`src/rtl/multicycle_controller_if.sv`:
```
// Control/datapath bundle for the multi-cycle RV32I sequencer.
// master = controller side, slave = datapath/memory side.
interface multicycle_controller_if;
  logic [6:0] op;
  logic       zero;
  logic       mem_ready;
  logic       pc_write;
  logic       adr_src;
  logic       mem_read;
  logic       mem_write;
  logic       ir_write;
  logic       reg_write;
  logic [1:0] result_src;
  logic [1:0] alu_src_a;
  logic [1:0] alu_src_b;
  logic [1:0] alu_op;
  logic [1:0] imm_src;
  logic       retire;
  logic       illegal;
  logic [3:0] state;

  modport master (
    input  op, zero, mem_ready,
    output pc_write, adr_src, mem_read, mem_write,
    output ir_write, reg_write, result_src,
    output alu_src_a, alu_src_b, alu_op, imm_src,
    output retire, illegal, state
  );

  modport slave (
    output op, zero, mem_ready,
    input  pc_write, adr_src, mem_read, mem_write,
    input  ir_write, reg_write, result_src,
    input  alu_src_a, alu_src_b, alu_op, imm_src,
    input  retire, illegal, state
  );
endinterface

```
`src/rtl/multicycle_controller.sv`:
```
// Multi-cycle RV32I sequencing FSM with memory ready handshake
// and a sticky trap on illegal opcodes.
module multicycle_controller (
  input  logic clk,
  input  logic rst,
  multicycle_controller_if.master bus
);

  typedef enum logic [3:0] {
    S_FETCH    = 4'd0,
    S_DECODE   = 4'd1,
    S_MEMADR   = 4'd2,
    S_MEMREAD  = 4'd3,
    S_MEMWB    = 4'd4,
    S_MEMWRITE = 4'd5,
    S_EXECR    = 4'd6,
    S_ALUWB    = 4'd7,
    S_EXECI    = 4'd8,
    S_JAL      = 4'd9,
    S_BEQ      = 4'd10,
    S_JALR     = 4'd11,
    S_LINK     = 4'd12,
    S_TRAP     = 4'd13
  } state_e;

  localparam logic [6:0] OP_LW   = 7'b0000011;
  localparam logic [6:0] OP_SW   = 7'b0100011;
  localparam logic [6:0] OP_R    = 7'b0110011;
  localparam logic [6:0] OP_I    = 7'b0010011;
  localparam logic [6:0] OP_BEQ  = 7'b1100011;
  localparam logic [6:0] OP_JAL  = 7'b1101111;
  localparam logic [6:0] OP_JALR = 7'b1100111;

  state_e state_q, state_d;
  logic       pc_update, branch;
  logic       adr_src, mem_read, mem_write;
  logic       ir_write, reg_write, retire, illegal;
  logic [1:0] result_src, src_a, src_b, alu_op;
  logic [1:0] imm_src;

  always_ff @(posedge clk) begin
    if (rst) state_q <= S_FETCH;
    else     state_q <= state_d;
  end

  always_comb begin
    imm_src = 2'b00;
    unique case (1'b1)
      bus.op == OP_SW:  imm_src = 2'b01;
      bus.op == OP_BEQ: imm_src = 2'b10;
      bus.op == OP_JAL: imm_src = 2'b11;
      default:          imm_src = 2'b00;
    endcase
  end

  always_comb begin
    state_d    = state_q;
    pc_update  = 1'b0;
    branch     = 1'b0;
    adr_src    = 1'b0;
    mem_read   = 1'b0;
    mem_write  = 1'b0;
    ir_write   = 1'b0;
    reg_write  = 1'b0;
    retire     = 1'b0;
    illegal    = 1'b0;
    result_src = 2'b00;
    src_a      = 2'b00;
    src_b      = 2'b00;
    alu_op     = 2'b00;
    unique case (state_q)
      S_FETCH: begin
        mem_read   = 1'b1;
        src_b      = 2'b10;
        result_src = 2'b10;
        ir_write   = bus.mem_ready;
        pc_update  = bus.mem_ready;
        if (bus.mem_ready) state_d = S_DECODE;
      end
      S_DECODE: begin
        // Branch/jal target lands in ALUOut here.
        src_a = 2'b01;
        src_b = 2'b01;
        unique case (1'b1)
          bus.op == OP_LW,
          bus.op == OP_SW:   state_d = S_MEMADR;
          bus.op == OP_R:    state_d = S_EXECR;
          bus.op == OP_I:    state_d = S_EXECI;
          bus.op == OP_BEQ:  state_d = S_BEQ;
          bus.op == OP_JAL:  state_d = S_JAL;
          bus.op == OP_JALR: state_d = S_JALR;
          default:           state_d = S_TRAP;
        endcase
      end
      S_MEMADR: begin
        src_a   = 2'b10;
        src_b   = 2'b01;
        state_d = (bus.op == OP_LW) ? S_MEMREAD : S_MEMWRITE;
      end
      S_MEMREAD: begin
        adr_src  = 1'b1;
        mem_read = 1'b1;
        if (bus.mem_ready) state_d = S_MEMWB;
      end
      S_MEMWB: begin
        result_src = 2'b01;
        reg_write  = 1'b1;
        retire     = 1'b1;
        state_d    = S_FETCH;
      end
      S_MEMWRITE: begin
        adr_src   = 1'b1;
        mem_write = 1'b1;
        retire    = bus.mem_ready;
        if (bus.mem_ready) state_d = S_FETCH;
      end
      S_EXECR: begin
        src_a   = 2'b10;
        alu_op  = 2'b10;
        state_d = S_ALUWB;
      end
      S_ALUWB: begin
        reg_write = 1'b1;
        retire    = 1'b1;
        state_d   = S_FETCH;
      end
      S_EXECI: begin
        src_a   = 2'b10;
        src_b   = 2'b01;
        alu_op  = 2'b10;
        state_d = S_ALUWB;
      end
      S_JAL: begin
        src_a     = 2'b01;
        src_b     = 2'b10;
        pc_update = 1'b1;
        state_d   = S_ALUWB;
      end
      S_BEQ: begin
        src_a   = 2'b10;
        alu_op  = 2'b01;
        branch  = 1'b1;
        retire  = 1'b1;
        state_d = S_FETCH;
      end
      S_JALR: begin
        src_a      = 2'b10;
        src_b      = 2'b01;
        result_src = 2'b10;
        pc_update  = 1'b1;
        state_d    = S_LINK;
      end
      S_LINK: begin
        // rs1 already sits in register A, so rd==rs1 is harmless.
        src_a   = 2'b01;
        src_b   = 2'b10;
        state_d = S_ALUWB;
      end
      S_TRAP: begin
        illegal = 1'b1;
      end
      default: state_d = S_TRAP;
    endcase
  end

  assign bus.pc_write   = pc_update | (branch & bus.zero);
  assign bus.adr_src    = adr_src;
  assign bus.mem_read   = mem_read;
  assign bus.mem_write  = mem_write;
  assign bus.ir_write   = ir_write;
  assign bus.reg_write  = reg_write;
  assign bus.result_src = result_src;
  assign bus.alu_src_a  = src_a;
  assign bus.alu_src_b  = src_b;
  assign bus.alu_op     = alu_op;
  assign bus.imm_src    = imm_src;
  assign bus.retire     = retire;
  assign bus.illegal    = illegal;
  assign bus.state      = state_q;

endmodule

```
`src/flat_wrapper.sv`:
```
// flat-port wrapper written by rule: the top's interface ports become plain ports
module multicycle_controller_flat 
  (clk, rst, bus_op, bus_zero, bus_mem_ready, bus_pc_write, bus_adr_src, bus_mem_read, bus_mem_write, bus_ir_write, bus_reg_write, bus_result_src, bus_alu_src_a, bus_alu_src_b, bus_alu_op, bus_imm_src, bus_retire, bus_illegal, bus_state);
  multicycle_controller_if bus_i ();
  input  logic clk;
  input  logic rst;
  input wire logic [$bits(bus_i.op)-1:0] bus_op;
  input wire logic [$bits(bus_i.zero)-1:0] bus_zero;
  input wire logic [$bits(bus_i.mem_ready)-1:0] bus_mem_ready;
  output wire logic [$bits(bus_i.pc_write)-1:0] bus_pc_write;
  output wire logic [$bits(bus_i.adr_src)-1:0] bus_adr_src;
  output wire logic [$bits(bus_i.mem_read)-1:0] bus_mem_read;
  output wire logic [$bits(bus_i.mem_write)-1:0] bus_mem_write;
  output wire logic [$bits(bus_i.ir_write)-1:0] bus_ir_write;
  output wire logic [$bits(bus_i.reg_write)-1:0] bus_reg_write;
  output wire logic [$bits(bus_i.result_src)-1:0] bus_result_src;
  output wire logic [$bits(bus_i.alu_src_a)-1:0] bus_alu_src_a;
  output wire logic [$bits(bus_i.alu_src_b)-1:0] bus_alu_src_b;
  output wire logic [$bits(bus_i.alu_op)-1:0] bus_alu_op;
  output wire logic [$bits(bus_i.imm_src)-1:0] bus_imm_src;
  output wire logic [$bits(bus_i.retire)-1:0] bus_retire;
  output wire logic [$bits(bus_i.illegal)-1:0] bus_illegal;
  output wire logic [$bits(bus_i.state)-1:0] bus_state;
  assign bus_i.op = bus_op;
  assign bus_i.zero = bus_zero;
  assign bus_i.mem_ready = bus_mem_ready;
  assign bus_pc_write = bus_i.pc_write;
  assign bus_adr_src = bus_i.adr_src;
  assign bus_mem_read = bus_i.mem_read;
  assign bus_mem_write = bus_i.mem_write;
  assign bus_ir_write = bus_i.ir_write;
  assign bus_reg_write = bus_i.reg_write;
  assign bus_result_src = bus_i.result_src;
  assign bus_alu_src_a = bus_i.alu_src_a;
  assign bus_alu_src_b = bus_i.alu_src_b;
  assign bus_alu_op = bus_i.alu_op;
  assign bus_imm_src = bus_i.imm_src;
  assign bus_retire = bus_i.retire;
  assign bus_illegal = bus_i.illegal;
  assign bus_state = bus_i.state;
  multicycle_controller u_core (.clk(clk), .rst(rst), .bus(bus_i));
endmodule
```
`config.mk`:
```
export PLATFORM = sky130hd
export DESIGN_NAME = multicycle_controller_flat
export DESIGN_NICKNAME = d
export VERILOG_FILES = /design/src/rtl/multicycle_controller_if.sv /design/src/rtl/multicycle_controller.sv /design/src/flat_wrapper.sv
export SDC_FILE = /design/constraint.sdc
export NUM_CORES = 1
export LEC_CHECK = 0
export ABC_AREA = 1
export BUFFER_PORTS_ARGS = -buffer_cell sky130_fd_sc_hd__buf_2
export CORE_MARGIN = 2
export CORE_UTILIZATION = 46
export DETAILED_ROUTE_END_ITERATION = 12
export PLACE_DENSITY = 0.93
export SETUP_SLACK_MARGIN = 0.4
export SLEW_MARGIN = 20
export SYNTH_ARGS = -nofsm -noshare
export SYNTH_HDL_FRONTEND = slang
export SYNTH_SLANG_ARGS = --single-unit
```
`constraint.sdc`:
```
create_clock -name clk -period 3.8 [get_ports clk]
set_clock_uncertainty 0.1 [all_clocks]
set_input_delay 0.38 -clock clk [delete_from_list [all_inputs] [get_ports clk]]
set_output_delay 0.38 -clock clk [all_outputs]
set_load 0.02 [all_outputs]
```
==> results.json <==
{
  "ios": 33,
  "drv_cap": 0,
  "finalSetupViolations": 0,
  "ys.flop_type": "dfxtp_1",
  "use_met2_pct": 37.9,
  "synth_cells": 119,
  "first_iter_violations": 10,
  "rsz0062_at_grt": "false",
  "worstMarginPinSlew_ns": 0.313,
  "num_antenna_cells": 0,
  "synth_top_cell_by_area": "nand2_1",
  "yosysWarnings": 0,
  "hold_buffers": 0,
  "drc_errors": 0,
  "coreArea_um2": 1250,
  "start_kind": "register",
  "r2r_cells": 9,
  "insertion_delay_ns": 0.23,
  "ctsResizeCount": 0,
  "cts_tree": "yes",
  "synthArstFlopShare_pct": 0,
  "fin_crit_sh_pct": 54.1,
  "critPathCaptureType": "output pin",
  "critPathCapture": "bus_retire",
  "seq_area_um2": 80.1,
  "top_usage_layer": "met2",
  "timing.fmax_ghz": 0.486,
  "synth_nets": 130,
  "vias_per_cell": 4.98,
  "nets": 167,
  "synth_area_um2": 601,
  "drv_slew": 0,
  "layout-drive-gt1-share_pct": 33.8,
  "num_vias": 841,
  "powerDensity_nw_per_um2": 760,
  "synth_most_common_cell": "nand2_1",
  "synth_cell_types": 21,
  "worst-path-max-fanout": 5,
  "r2r_start": "u_core.bus.state[0]",
  "ir_drop_uv": 401,
  "rrSetupSlack_ns": 2.31,
  "synth_edf_count": 0,
  "period_minus_slack_ns": 2.06,
  "crit_start": "u_core.bus.state[2]",
  "initial_core_util_pct": 48.0,
  "arrival_ns": 1.58,
  "netlist_top_cells_count": "35 x nand2_1, 23 x nor2_1, 17 x inv_1, 7 x inv_2, 6 x nand3_1",
  "die_area_um2": 1610,
  "gr-usage-met1_pct": 27.9,
  "grt_pass1_wl_um": 2430,
  "grt_max_degree": 8,
  "critPathKind": "reg -> out",
  "seq_area_frac_synth_pct": 13.3,
  "antenna_found_initial": 0,
  "post_drt_wl_per_cell_um": 9.82,
  "post_cts_buffers": 0,
  "first_global_vias": 616,
  "rows": 13,
  "cts_buffer_depth": 2,
  "syn2layout_area_growth_pct": 33.5,
  "tns_ns": 0,
  "cp.required_ns": 3.32,
  "cts_buffers": 3,
  "hold_viol": 0,
  "slew_headroom_pct": 79.0,
  "totalWireLength_um": 1660,
  "cts_root_buf": "clkbuf_4",
  "postLayoutSetupSlackWorst_ns": 1.74,
  "syn_area_per_cell_um2": 5.05,
  "fillers": 128,
  "die_x_um": 40.1,
  "status": "finished, final reports clean",
  "synth.top_cell.area_share_pct": 21.9,
  "multiInputGateArea_um2": 427,
  "pre_cts_ws_ns": 2.01,
  "firstDrtPassIters": 4,
  "gr-usage-all-layers_pct": 22.6,
  "grt_util_met3_pct": 5.00,
  "rr_endpoint": "u_core.bus.state[1]",
  "min-delay-start": "rst",
  "antenna_left": 0,
  "die-height_um": 40.1,
  "hold_class": "in -> reg",
  "clk_pin_slew_worst_paths_ns": 0.03,
  "gp_congestion": 0.862,
  "io_buffers": 32,
  "largest_register_ffs": 4,
  "synthTopCellsByArea": "nand2_1 22%, nor2_1 14%, dfxtp_1 13%",
  "ys_ff_latch": 4,
  "hpwl_um": 1380,
  "overflow": 0,
  "clock-sinks": 4,
  "leakage_nw": 0.546,
  "h-tree-depth": 1
}
==> layer usage <==
layer / wire length (um) / share of wire (%)
met1: 735 / 44
met5: 0 / 0
met4: 6 / 0.36
met2: 851 / 51
met3: 66 / 4.0
==> area by class of cell <==
type	instances	area share [%]
Timing Repair Buffer	32	20.0
Sequential cell	4	9.98
Multi-Input combinational cell	90	53.2
Clock buffer	3	2.81
Tap cell	15	2.34
Inverter	25	11.7
==> layout by cell type (no fill, tap or decap), types with 2 or more instances in the layout <==
master     n
o21ai_0    5
nor2_1    23
o21ai_1    2
inv_1     17
nand2_1   35
nand2_2    2
nor2_4     2
a21oi_1    4
dfxtp_1    4
nand3_1    6
buf_2     32
inv_2      7
clkbuf_4   3
nor2_2     2
a21oi_2    2
==> worst max-delay path, stage by stage (launching register included) <==
cell and delay [ns]:
dfxtp_1 0.42, inv_2 0.06, nor2_1 0.26, inv_1 0.10, a21oi_1 0.20, nor2_1 0.06
o21ai_0 0.07, buf_2 0.18
==> report_power, final <==
part	internal, mW	total [mW]	leakage [nW]	switching, mW
sequential	0.0576	0.0844	0.0329	0.0268
clock	0.0353	0.0521	0.0138	0.0168
combinational	0.148	0.473	0.499	0.325
==> cell families after synthesis <==
family / Yosys count / share of synthesized area, %
buffers and inverters: 25 / 15.6
AND/OR/NAND/NOR: 74 / 54.6
AO/OA/AOI/OAI: 16 / 16.5
flip-flops: 4 / 13.3
==> per-stage QoR <==
| step | hold WS [ns] | instances | power, mW | instance area, um2 | utilization (%) |
|---|---|---|---|---|---|
| detailed placement | 0.522 | 166 | 0.552 | 779 | 62.2 |
| CTS | 0.317 | 169 | 0.608 | 802 | 64.0 |
| finish | 0.325 | 169 | 0.609 | 802 | 64.0 |
| global placement | 0.516 | 166 | 0.542 | 779 | 62.2 |
| global route | 0.355 | 169 | 0.669 | 802 | 64.0 |
| floorplan | 0.449 | 119 | 0.419 | 601 | - |
==> how the worst min path moves through the flow <==
stage | slack [ns] | cells past startpoint | to
6_report | 0.32 | 4 | u_core.bus.state[3]
5_1_grt | 0.36 | 4 | u_core.bus.state[3]
4_1_cts | 0.32 | 4 | u_core.bus.state[3]
3_5_place_dp | 0.52 | 2 | u_core.bus.state[2]
3_3_place_gp | 0.52 | 2 | u_core.bus.state[2]
2_1_floorplan | 0.45 | 3 | u_core.bus.state[3]
No activity file was read; power rests on OpenSTA's default activity.
